===== src/rtl/tmp_commit_unit_pkg.sv =====
// Shared definitions for the temp-file commit unit: entry field layout,
// instruction type codes and retirement state encoding.
package tmp_commit_unit_pkg;

    localparam int TC_DEPTH  = 32;
    localparam int TC_ADDR_W = 5;
    localparam int TC_DATA_W = 32;
    localparam int ENTRY_W   = 73;

    localparam int RD_MSB     = 72;
    localparam int RD_LSB     = 68;
    localparam int PC_MSB     = 67;
    localparam int PC_LSB     = 36;
    localparam int TYPE_MSB   = 35;
    localparam int TYPE_LSB   = 34;
    localparam int SDATA_MSB  = 33;
    localparam int SDATA_LSB  = 2;
    localparam int SVALID_BIT = 1;
    localparam int VALID_BIT  = 0;

    typedef enum logic [1:0] {
        REGWR   = 2'b00,
        STORE   = 2'b01,
        BR_OK   = 2'b10,
        BR_MISS = 2'b11
    } inst_type_e;

    typedef enum logic [1:0] {
        CHECK      = 2'b00,
        STORE_WAIT = 2'b01,
        FLUSH      = 2'b10
    } state_e;

endpackage


===== src/rtl/tmp_commit_unit_head.sv =====
// Circular head pointer over the temp entries: advance with wrap, or clear to 0.
module tmp_commit_head #(
    parameter int DEPTH  = 32,
    parameter int ADDR_W = 5
) (
    input  logic              clock,
    input  logic              reset,
    input  logic              inc,
    input  logic              clr,
    output logic [ADDR_W-1:0] head
);

    // Head register; clear has priority over increment.
    always_ff @(posedge clock or posedge reset) begin
        if (reset) begin
            head <= '0;
        end else if (clr) begin
            head <= '0;
        end else if (inc) begin
            head <= (head == ADDR_W'(DEPTH - 1)) ? '0 : head + ADDR_W'(1);
        end else begin
            head <= head;
        end
    end

endmodule


===== src/rtl/tmp_commit_unit.sv =====
// In-order retirement of temp-file entries into the architectural register
// file, the store path, or a mispredict flush.
module tmp_commit_unit
    import tmp_commit_unit_pkg::*;
#(
    parameter int DEPTH  = TC_DEPTH,
    parameter int ADDR_W = TC_ADDR_W,
    parameter int DATA_W = TC_DATA_W
) (
    input  logic               clock,
    input  logic               reset,
    output logic [ADDR_W-1:0]  Rd_Addr,
    input  logic [ENTRY_W-1:0] Data_In,
    input  logic               Commit_en,
    output logic               Free_entry,
    output logic [ADDR_W-1:0]  Free_addr,
    output logic               Arf_we,
    output logic [4:0]         Arf_addr,
    output logic [DATA_W-1:0]  Arf_data,
    output logic               Store_req,
    output logic [DATA_W-1:0]  Store_pc,
    output logic [DATA_W-1:0]  Store_data,
    input  logic               Store_ack,
    output logic               Flush,
    output logic [DATA_W-1:0]  Redirect_pc,
    output logic [31:0]        Retired_count
);

    state_e              state_r, state_next_s;
    logic [ADDR_W-1:0]   head_s;
    logic                inc_s, clr_s, ready_s;
    inst_type_e          type_s;
    logic [4:0]          rd_s;
    logic [DATA_W-1:0]   pc_s, sdata_s;

    logic                free_next_s, arf_we_next_s, store_req_next_s, flush_next_s;
    logic [ADDR_W-1:0]   free_addr_next_s;
    logic [4:0]          arf_addr_next_s;
    logic [DATA_W-1:0]   arf_data_next_s, store_pc_next_s, store_data_next_s, redirect_next_s;

    assign rd_s    = Data_In[RD_MSB:RD_LSB];
    assign pc_s    = Data_In[PC_MSB:PC_LSB];
    assign type_s  = inst_type_e'(Data_In[TYPE_MSB:TYPE_LSB]);
    assign sdata_s = Data_In[SDATA_MSB:SDATA_LSB];
    assign ready_s = Commit_en & Data_In[VALID_BIT] & Data_In[SVALID_BIT];
    assign Rd_Addr = head_s;

    tmp_commit_head #(
        .DEPTH  (DEPTH),
        .ADDR_W (ADDR_W)
    ) u_head (
        .clock (clock),
        .reset (reset),
        .inc   (inc_s),
        .clr   (clr_s),
        .head  (head_s)
    );

    // Retirement state register.
    always_ff @(posedge clock or posedge reset) begin
        if (reset) begin
            state_r <= CHECK;
        end else begin
            state_r <= state_next_s;
        end
    end

    // Next-state, head control and next values of every registered output.
    always_comb begin
        state_next_s      = state_r;
        inc_s             = 1'b0;
        clr_s             = 1'b0;
        free_next_s       = 1'b0;
        free_addr_next_s  = Free_addr;
        arf_we_next_s     = 1'b0;
        arf_addr_next_s   = Arf_addr;
        arf_data_next_s   = Arf_data;
        store_req_next_s  = Store_req;
        store_pc_next_s   = Store_pc;
        store_data_next_s = Store_data;
        flush_next_s      = 1'b0;
        redirect_next_s   = Redirect_pc;
        case (state_r)
            CHECK: begin
                if (ready_s) begin
                    case (type_s)
                        REGWR: begin
                            arf_we_next_s    = (rd_s != 5'd0);
                            arf_addr_next_s  = rd_s;
                            arf_data_next_s  = sdata_s;
                            free_next_s      = 1'b1;
                            free_addr_next_s = head_s;
                            inc_s            = 1'b1;
                        end
                        BR_OK: begin
                            free_next_s      = 1'b1;
                            free_addr_next_s = head_s;
                            inc_s            = 1'b1;
                        end
                        STORE: begin
                            store_req_next_s  = 1'b1;
                            store_pc_next_s   = pc_s;
                            store_data_next_s = sdata_s;
                            state_next_s      = STORE_WAIT;
                        end
                        BR_MISS: begin
                            flush_next_s     = 1'b1;
                            redirect_next_s  = sdata_s;
                            free_next_s      = 1'b1;
                            free_addr_next_s = head_s;
                            state_next_s     = FLUSH;
                        end
                        default: begin
                            state_next_s = CHECK;
                        end
                    endcase
                end else begin
                    state_next_s = CHECK;
                end
            end
            STORE_WAIT: begin
                // Commit_en is deliberately ignored: an issued store always completes.
                if (Store_req && Store_ack) begin
                    store_req_next_s = 1'b0;
                    free_next_s      = 1'b1;
                    free_addr_next_s = head_s;
                    inc_s            = 1'b1;
                    state_next_s     = CHECK;
                end else begin
                    state_next_s = STORE_WAIT;
                end
            end
            FLUSH: begin
                clr_s        = 1'b1;
                state_next_s = CHECK;
            end
            default: begin
                state_next_s = CHECK;
            end
        endcase
    end

    // Registered outputs and retirement counter.
    always_ff @(posedge clock or posedge reset) begin
        if (reset) begin
            Free_entry    <= 1'b0;
            Free_addr     <= '0;
            Arf_we        <= 1'b0;
            Arf_addr      <= 5'd0;
            Arf_data      <= '0;
            Store_req     <= 1'b0;
            Store_pc      <= '0;
            Store_data    <= '0;
            Flush         <= 1'b0;
            Redirect_pc   <= '0;
            Retired_count <= 32'd0;
        end else begin
            Free_entry    <= free_next_s;
            Free_addr     <= free_addr_next_s;
            Arf_we        <= arf_we_next_s;
            Arf_addr      <= arf_addr_next_s;
            Arf_data      <= arf_data_next_s;
            Store_req     <= store_req_next_s;
            Store_pc      <= store_pc_next_s;
            Store_data    <= store_data_next_s;
            Flush         <= flush_next_s;
            Redirect_pc   <= redirect_next_s;
            Retired_count <= Retired_count + {31'd0, free_next_s};
        end
    end

endmodule


===== config.mk =====
export PLATFORM = sky130hd
export DESIGN_NAME = tmp_commit_unit
export DESIGN_NICKNAME = d
export VERILOG_FILES = /design/src/rtl/tmp_commit_unit_pkg.sv /design/src/rtl/tmp_commit_unit_head.sv /design/src/rtl/tmp_commit_unit.sv
export SDC_FILE = /design/constraint.sdc
export NUM_CORES = 1
export LEC_CHECK = 0
export BUFFER_PORTS_ARGS = -buffer_cell sky130_fd_sc_hd__buf_2
export CAP_MARGIN = 20
export CORE_AREA = 8 8 169 139
export CTS_BUF_LIST = sky130_fd_sc_hd__clkbuf_4
export DETAILED_ROUTE_END_ITERATION = 16
export DIE_AREA = 0 0 177 147
export PLACE_DENSITY = 0.64
export SYNTH_ARGS = -nofsm -noshare
export SYNTH_HDL_FRONTEND = slang
export SYNTH_SLANG_ARGS = --single-unit

===== constraint.sdc =====
create_clock -name clock -period 11.3 [get_ports clock]
set_input_delay 0.565 -clock clock [delete_from_list [all_inputs] [get_ports clock]]
set_output_delay 0.565 -clock clock [all_outputs]
set_load 0.02 [all_outputs]

==> out/metrics.yaml, run 1 <==
cts_root_buf: "clkbuf_4"
num_rows: 48
yosysMostFrequentCell: "dfrtp_1"
dp.cells: 990
clk_path_buf_depth: 2
cts_hold_buf: 0
crit_chain: "nand4b_4, or2_4, o21ai_2, ha_1, ha_1, nand4_1, nor2_1, nand4_1, xnor2_1"
grt.total_usage: 0.137
rsz0062_at_grt: "false"
drive_gt1_frac: 0.565
crit_type: "flip-flop to flip-flop"
wire_per_inst_um: 17.6
port_buffers: 255
r2r_end: "Retired_count[24]"
min_path_type: "input port to async pin"
synthFlopType: "dfrtp_1"
insertion_delay_ns: 0.54
ctsResizeCount: 0
routabilityCongestion: 0.751
cts_buffers: 17
ys_ff_latch: 181
seq_area_frac_synth: 0.632
dp_hpwl_um: 13200
ir_drop_mv: 0.102
postCtsSetupBuffers: 0
rr_worst_depth: 9
die_h_um: 147
synth_top_area_share: 0.632
worstSetupStartpointType: "flip-flop"
cp_slowest_cell: "nor2_1"
grt_overflow: 0
synth_area_leaders: "dfrtp_1, mux2_2, xnor2_1"
worst_pin_slew_ns: 0.889
synth.avg_cell_area_um2: 15.2
viasPerCell: 4.63
antenna_found_initial: 2
grt_pass1_vias: 5027
tns_ns: 0
max_clock_freq_mhz: 335
fin_crit_sh: 0.264
drc: 0
async_reset_ff_frac: 1.00
min_period_ns: 2.98
cap_violations: 0
max_stage_delay_ns: 0.51
slew_headroom: 0.402
syn_nets: 554
cts_tree: "yes"
yosysTopAreaCell: "dfrtp_1"
antenna_left: 0
crit_fanout: 8
hold_viol_final: 0
run_status: "finished, final reports clean"
core_area_mm2: 0.0210
syn_to_final_growth_pct: 25.4
routed_wl_um: 18000
required_ns: 11.72
final_max_slew_viol_count: 0
clock_sinks: 181
die_area_mm2: 0.0260
nets: 816
h-tree-depth: 4
crit_arrival_ns: 3.41
dr.pass1.iters: 4
cts.clk_slew.worst_paths_ns: 0.16
yosys_warnings: 0
synthCells: 472
finalNonFillerCells: 1023
finalClockSkew_ns: 0.0245
path_delay_family: "simple AND/OR/NAND/NOR gates"
yosysUniqueCellTypes: 38
vias: 4735
p_leak_nw: 4.59
endpoint_kind: "flip-flop"
drt_iter0_drc: 203
multi_input_area_mm2: 0.00247
setup_viol: 0
synth_common_cells: "dfrtp_1, mux2_2, xnor2_1"
fillers: 2011
crit_buf_inv: 0
power_density_mw_per_mm2: 195
initial_core_util: 0.342
grt_max_degree: 67
grt_pass1_wl_um: 28400
reg2reg_slack_ns: 8.32
reg2reg_from: "state_r[0]"
syn_area_mm2: 0.00717
synth_edf_count: 0
pin_count: 256
die_x_um: 177
seqCellArea_mm2: 0.00453
flip-flops by register name, summed over array words and instances (netlist names):
register	flops
Store_pc	32
Arf_data	32
Free_addr	5
Arf_addr	5
u_head.head	5
Redirect_pc	32
Store_req	1
state_r	2
Arf_we	1
Store_data	32
Free_entry	1
Retired_count	32
Flush	1
routing by layer:
layer | track usage | routed length (um) | vias to the layer above
li1 | - | - | 2180
met1 | 0.170 | 7650 | 2382
met2 | 0.218 | 8550 | 161
met3 | 0.0626 | 1700 | 10
met4 | 0.0231 | 103 | 2
met5 | 0 | 13 | -
final cells by class:
type,count,area share
clock inverters,13,0.0156
well taps,275,0.0383
diodes,1,0.000279
flip-flops and latches,181,0.504
inverters,11,0.00515
clock buffers,19,0.0159
multi-input cells,264,0.275
repair buffers,259,0.145
cell families after synthesis:
| family | count (synthesis) | synth area share |
|---|---|---|
| flip-flops | 181 | 0.632 |
| multiplexers | 139 | 0.218 |
| AND/OR/NAND/NOR | 80 | 0.0698 |
| XOR/XNOR | 32 | 0.0391 |
| buffers and inverters | 27 | 0.0241 |
| AO/OA/AOI/OAI | 8 | 0.00786 |
| adder cells (fa/ha/maj) | 5 | 0.00873 |
report_power, final:
| part | switching (mW) | internal, mW | leakage [nW] | total [mW] |
|---|---|---|---|---|
| clock | 0.238 | 0.123 | 0.144 | 0.361 |
| sequential | 0.0820 | 0.784 | 2.27 | 0.866 |
| combinational | 0.318 | 0.203 | 2.18 | 0.521 |
| total | 0.638 | 1.11 | 4.59 | 1.75 |
stage by stage:
stage | instance area, um2 | util | hold WS, ns | setup slack [ns] | power, mW
3_3_place_gp | 8700 | 0.415 | 0.464 | 8.20 | 1.40
2_1_floorplan | 7170 | - | 0.509 | 5.82 | 1.19
6_report | 8980 | 0.429 | 0.0609 | 8.32 | 1.75
3_5_place_dp | 8700 | 0.415 | 0.463 | 8.09 | 1.41
4_1_cts | 8980 | 0.428 | 0.00103 | 8.27 | 1.78
5_1_grt | 8980 | 0.429 | 0.00926 | 8.06 | 1.85
cells in the final DEF (no fill, tap or decap), types with 2 or more instances in the layout:
cell        Yosys  layout
nor2_1         10      10
nand2b_1        3       3
nor3_1          5       5
buf_2           6     255
nand2_1        16      15
nor4_4          2       2
xnor2_1        25      25
clkinvlp_4      0       4
inv_6           0       4
nand4_1        11      11
and4_1          2       2
nand3_1        13      12
dfrtp_1       181     181
inv_8           0       4
clkbuf_4        0      19
nand4_2         2       2
mux2_2        119     119
inv_1          11      10
mux2_1         19      19
xor2_1          7       7
and3_1          6       6
o21ai_0         2       2
ha_1            5       5
nand4b_1        3       3
buf_4           2       4
how the worst max path moves through the flow:
stage,start,end,slack (ns),cells after the start
final,state_r[0],Retired_count[24],8.32,9
after global routing,state_r[0],Retired_count[28],8.06,9
after CTS,state_r[0],Retired_count[24],8.27,9
after detailed placement,Data_In[1],Retired_count[28],8.09,10
after global placement,Data_In[1],Retired_count[24],8.20,10
after floorplan,reset,Arf_addr[0],5.82,1
No activity file was read; power rests on OpenSTA's default activity.
==> run 2: changes to the inputs <==
- clock period: 11.3 -> 2.8 ns (I/O delays scaled with it)
==> out/metrics.yaml, run 2 (same netlist as run 1, synthesis figures left out) <==
port_buffers: 255
syn_to_final_growth_pct: 37.3
cts.clk_slew.worst_paths_ns: 0.17
final_cell_mix: "buf_2, dfrtp_1, mux2_2"
drt_iter0_drc: 267
nets: 898
die_h_um: 147
run_status: "finished, final reports clean"
hold_depth: 4
rr_worst_depth: 8
dr.pass1.iters: 4
cts_hold_buf: 72
power_density_mw_per_mm2: 727
dp.cells: 1000
cp_slowest_cell: "nor3_1"
viasPerCell: 4.58
pin_count: 256
clk_path_buf_depth: 2
finalNonFillerCells: 1105
grt_overflow: 0
max_stage_delay_ns: 0.51
hold_viol_final: 0
fillers: 1898
rsz0062_at_grt: "false"
routabilityCongestion: 0.765
die_x_um: 177
final_common_cell: "buf_2"
dp_hpwl_um: 13300
cts_buffers: 17
clock_sinks: 181
min_path_type: "input port to flip-flop"
min_period_ns: 2.41
insertion_delay_ns: 0.56
hold-worst-slack_ns: 0.128
grt.total_usage: 0.145
fin_crit_sh: 0.860
cap_violations: 0
routed_wl_um: 19000
crit_type: "flip-flop to flip-flop"
worstSetupStartpointType: "flip-flop"
max_clock_freq_mhz: 415
final_max_slew_viol_count: 0
grt_pass1_wl_um: 30300
setup_viol: 0
worst_slack_ns: 0.391
postCtsSetupBuffers: 0
finalClockSkew_ns: 0.0341
crit_chain: "nand4b_4, or2_4, o21ai_2, ha_1, nand2_1, nor3_1, nand3_1, xnor2_1"
slew_headroom: 0.397
ir_drop_mv: 0.392
antenna_left: 0
cts_tree: "yes"
endpoint_kind: "flip-flop"
worst_pin_slew_ns: 0.903
cts_root_buf: "clkbuf_4"
num_rows: 48
ctsResizeCount: 0
tns_ns: 0
antenna_found_initial: 1
initial_core_util: 0.342
p_leak_nw: 4.98
wire_per_inst_um: 17.2
grt_pass1_vias: 5456
crit_arrival_ns: 2.84
die_area_mm2: 0.0260
core_area_mm2: 0.0210
dp_slack_ns: 0.375
required_ns: 3.23
crit_fanout: 5
grt_max_degree: 43
drc: 0
total_power_mw: 7.16
vias: 5061
drive_gt1_frac: 0.521
h-tree-depth: 4
==> run 2: area by class of cell <==
type                       count  area [um2]  share of cell area
timing repair buffer         341        2150               0.219
sequential                   181        4530               0.460
inverter                      11        45.0             0.00458
clock buffer                  17         128              0.0130
tap                          275         344              0.0350
multi-input combinational    264        2480               0.252
antenna                        1        2.50            0.000254
clock inverter                15         165              0.0168
==> run 2: path summary, 6_finish.rpt <==
path	startpoint	to	slack, ns
setup / recovery	state_r[0]	Retired_count[23]	0.39
hold / removal	Data_In[34]	u_head.head[3]	0.13
setup reg to reg	state_r[0]	Retired_count[23]	0.39
hold reg to reg	Arf_data[14]	Arf_data[14]	0.50
min in group asynchronous	reset	Store_pc[3]	0.32
max in group asynchronous	reset	Store_data[14]	1.76
==> run 2: worst max-delay path: cells and delay by family, from the launching register on <==
kind            cells  cell delay, ns
simple gates        5            1.25
flops               1            0.43
compound gates      1            0.23
fa+ha+maj           1            0.22
xor+xnor            1            0.17
==> run 2: stage by stage <==
stage | instance area [um2] | utilization
final | 9840 | 0.470
after global routing | 9840 | 0.470
after CTS | 9840 | 0.469
after detailed placement | 8830 | 0.421
after global placement | 8830 | 0.421
after floorplan | 7170 | -
==> run 2: where the power goes <==
group | total (mW) | leakage, nW | internal, mW | switching (mW)
logic | 2.19 | 2.56 | 0.897 | 1.29
clock network | 1.47 | 0.153 | 0.412 | 1.06
registers | 3.50 | 2.27 | 3.16 | 0.334
==> run 2: metal layers <==
layer,vias to the layer above,part of all wire,track usage
met5,-,0,0
met4,0,0.016,0.0403
met2,186,0.46,0.224
li1,2351,-,-
met3,20,0.092,0.0621
met1,2504,0.44,0.184
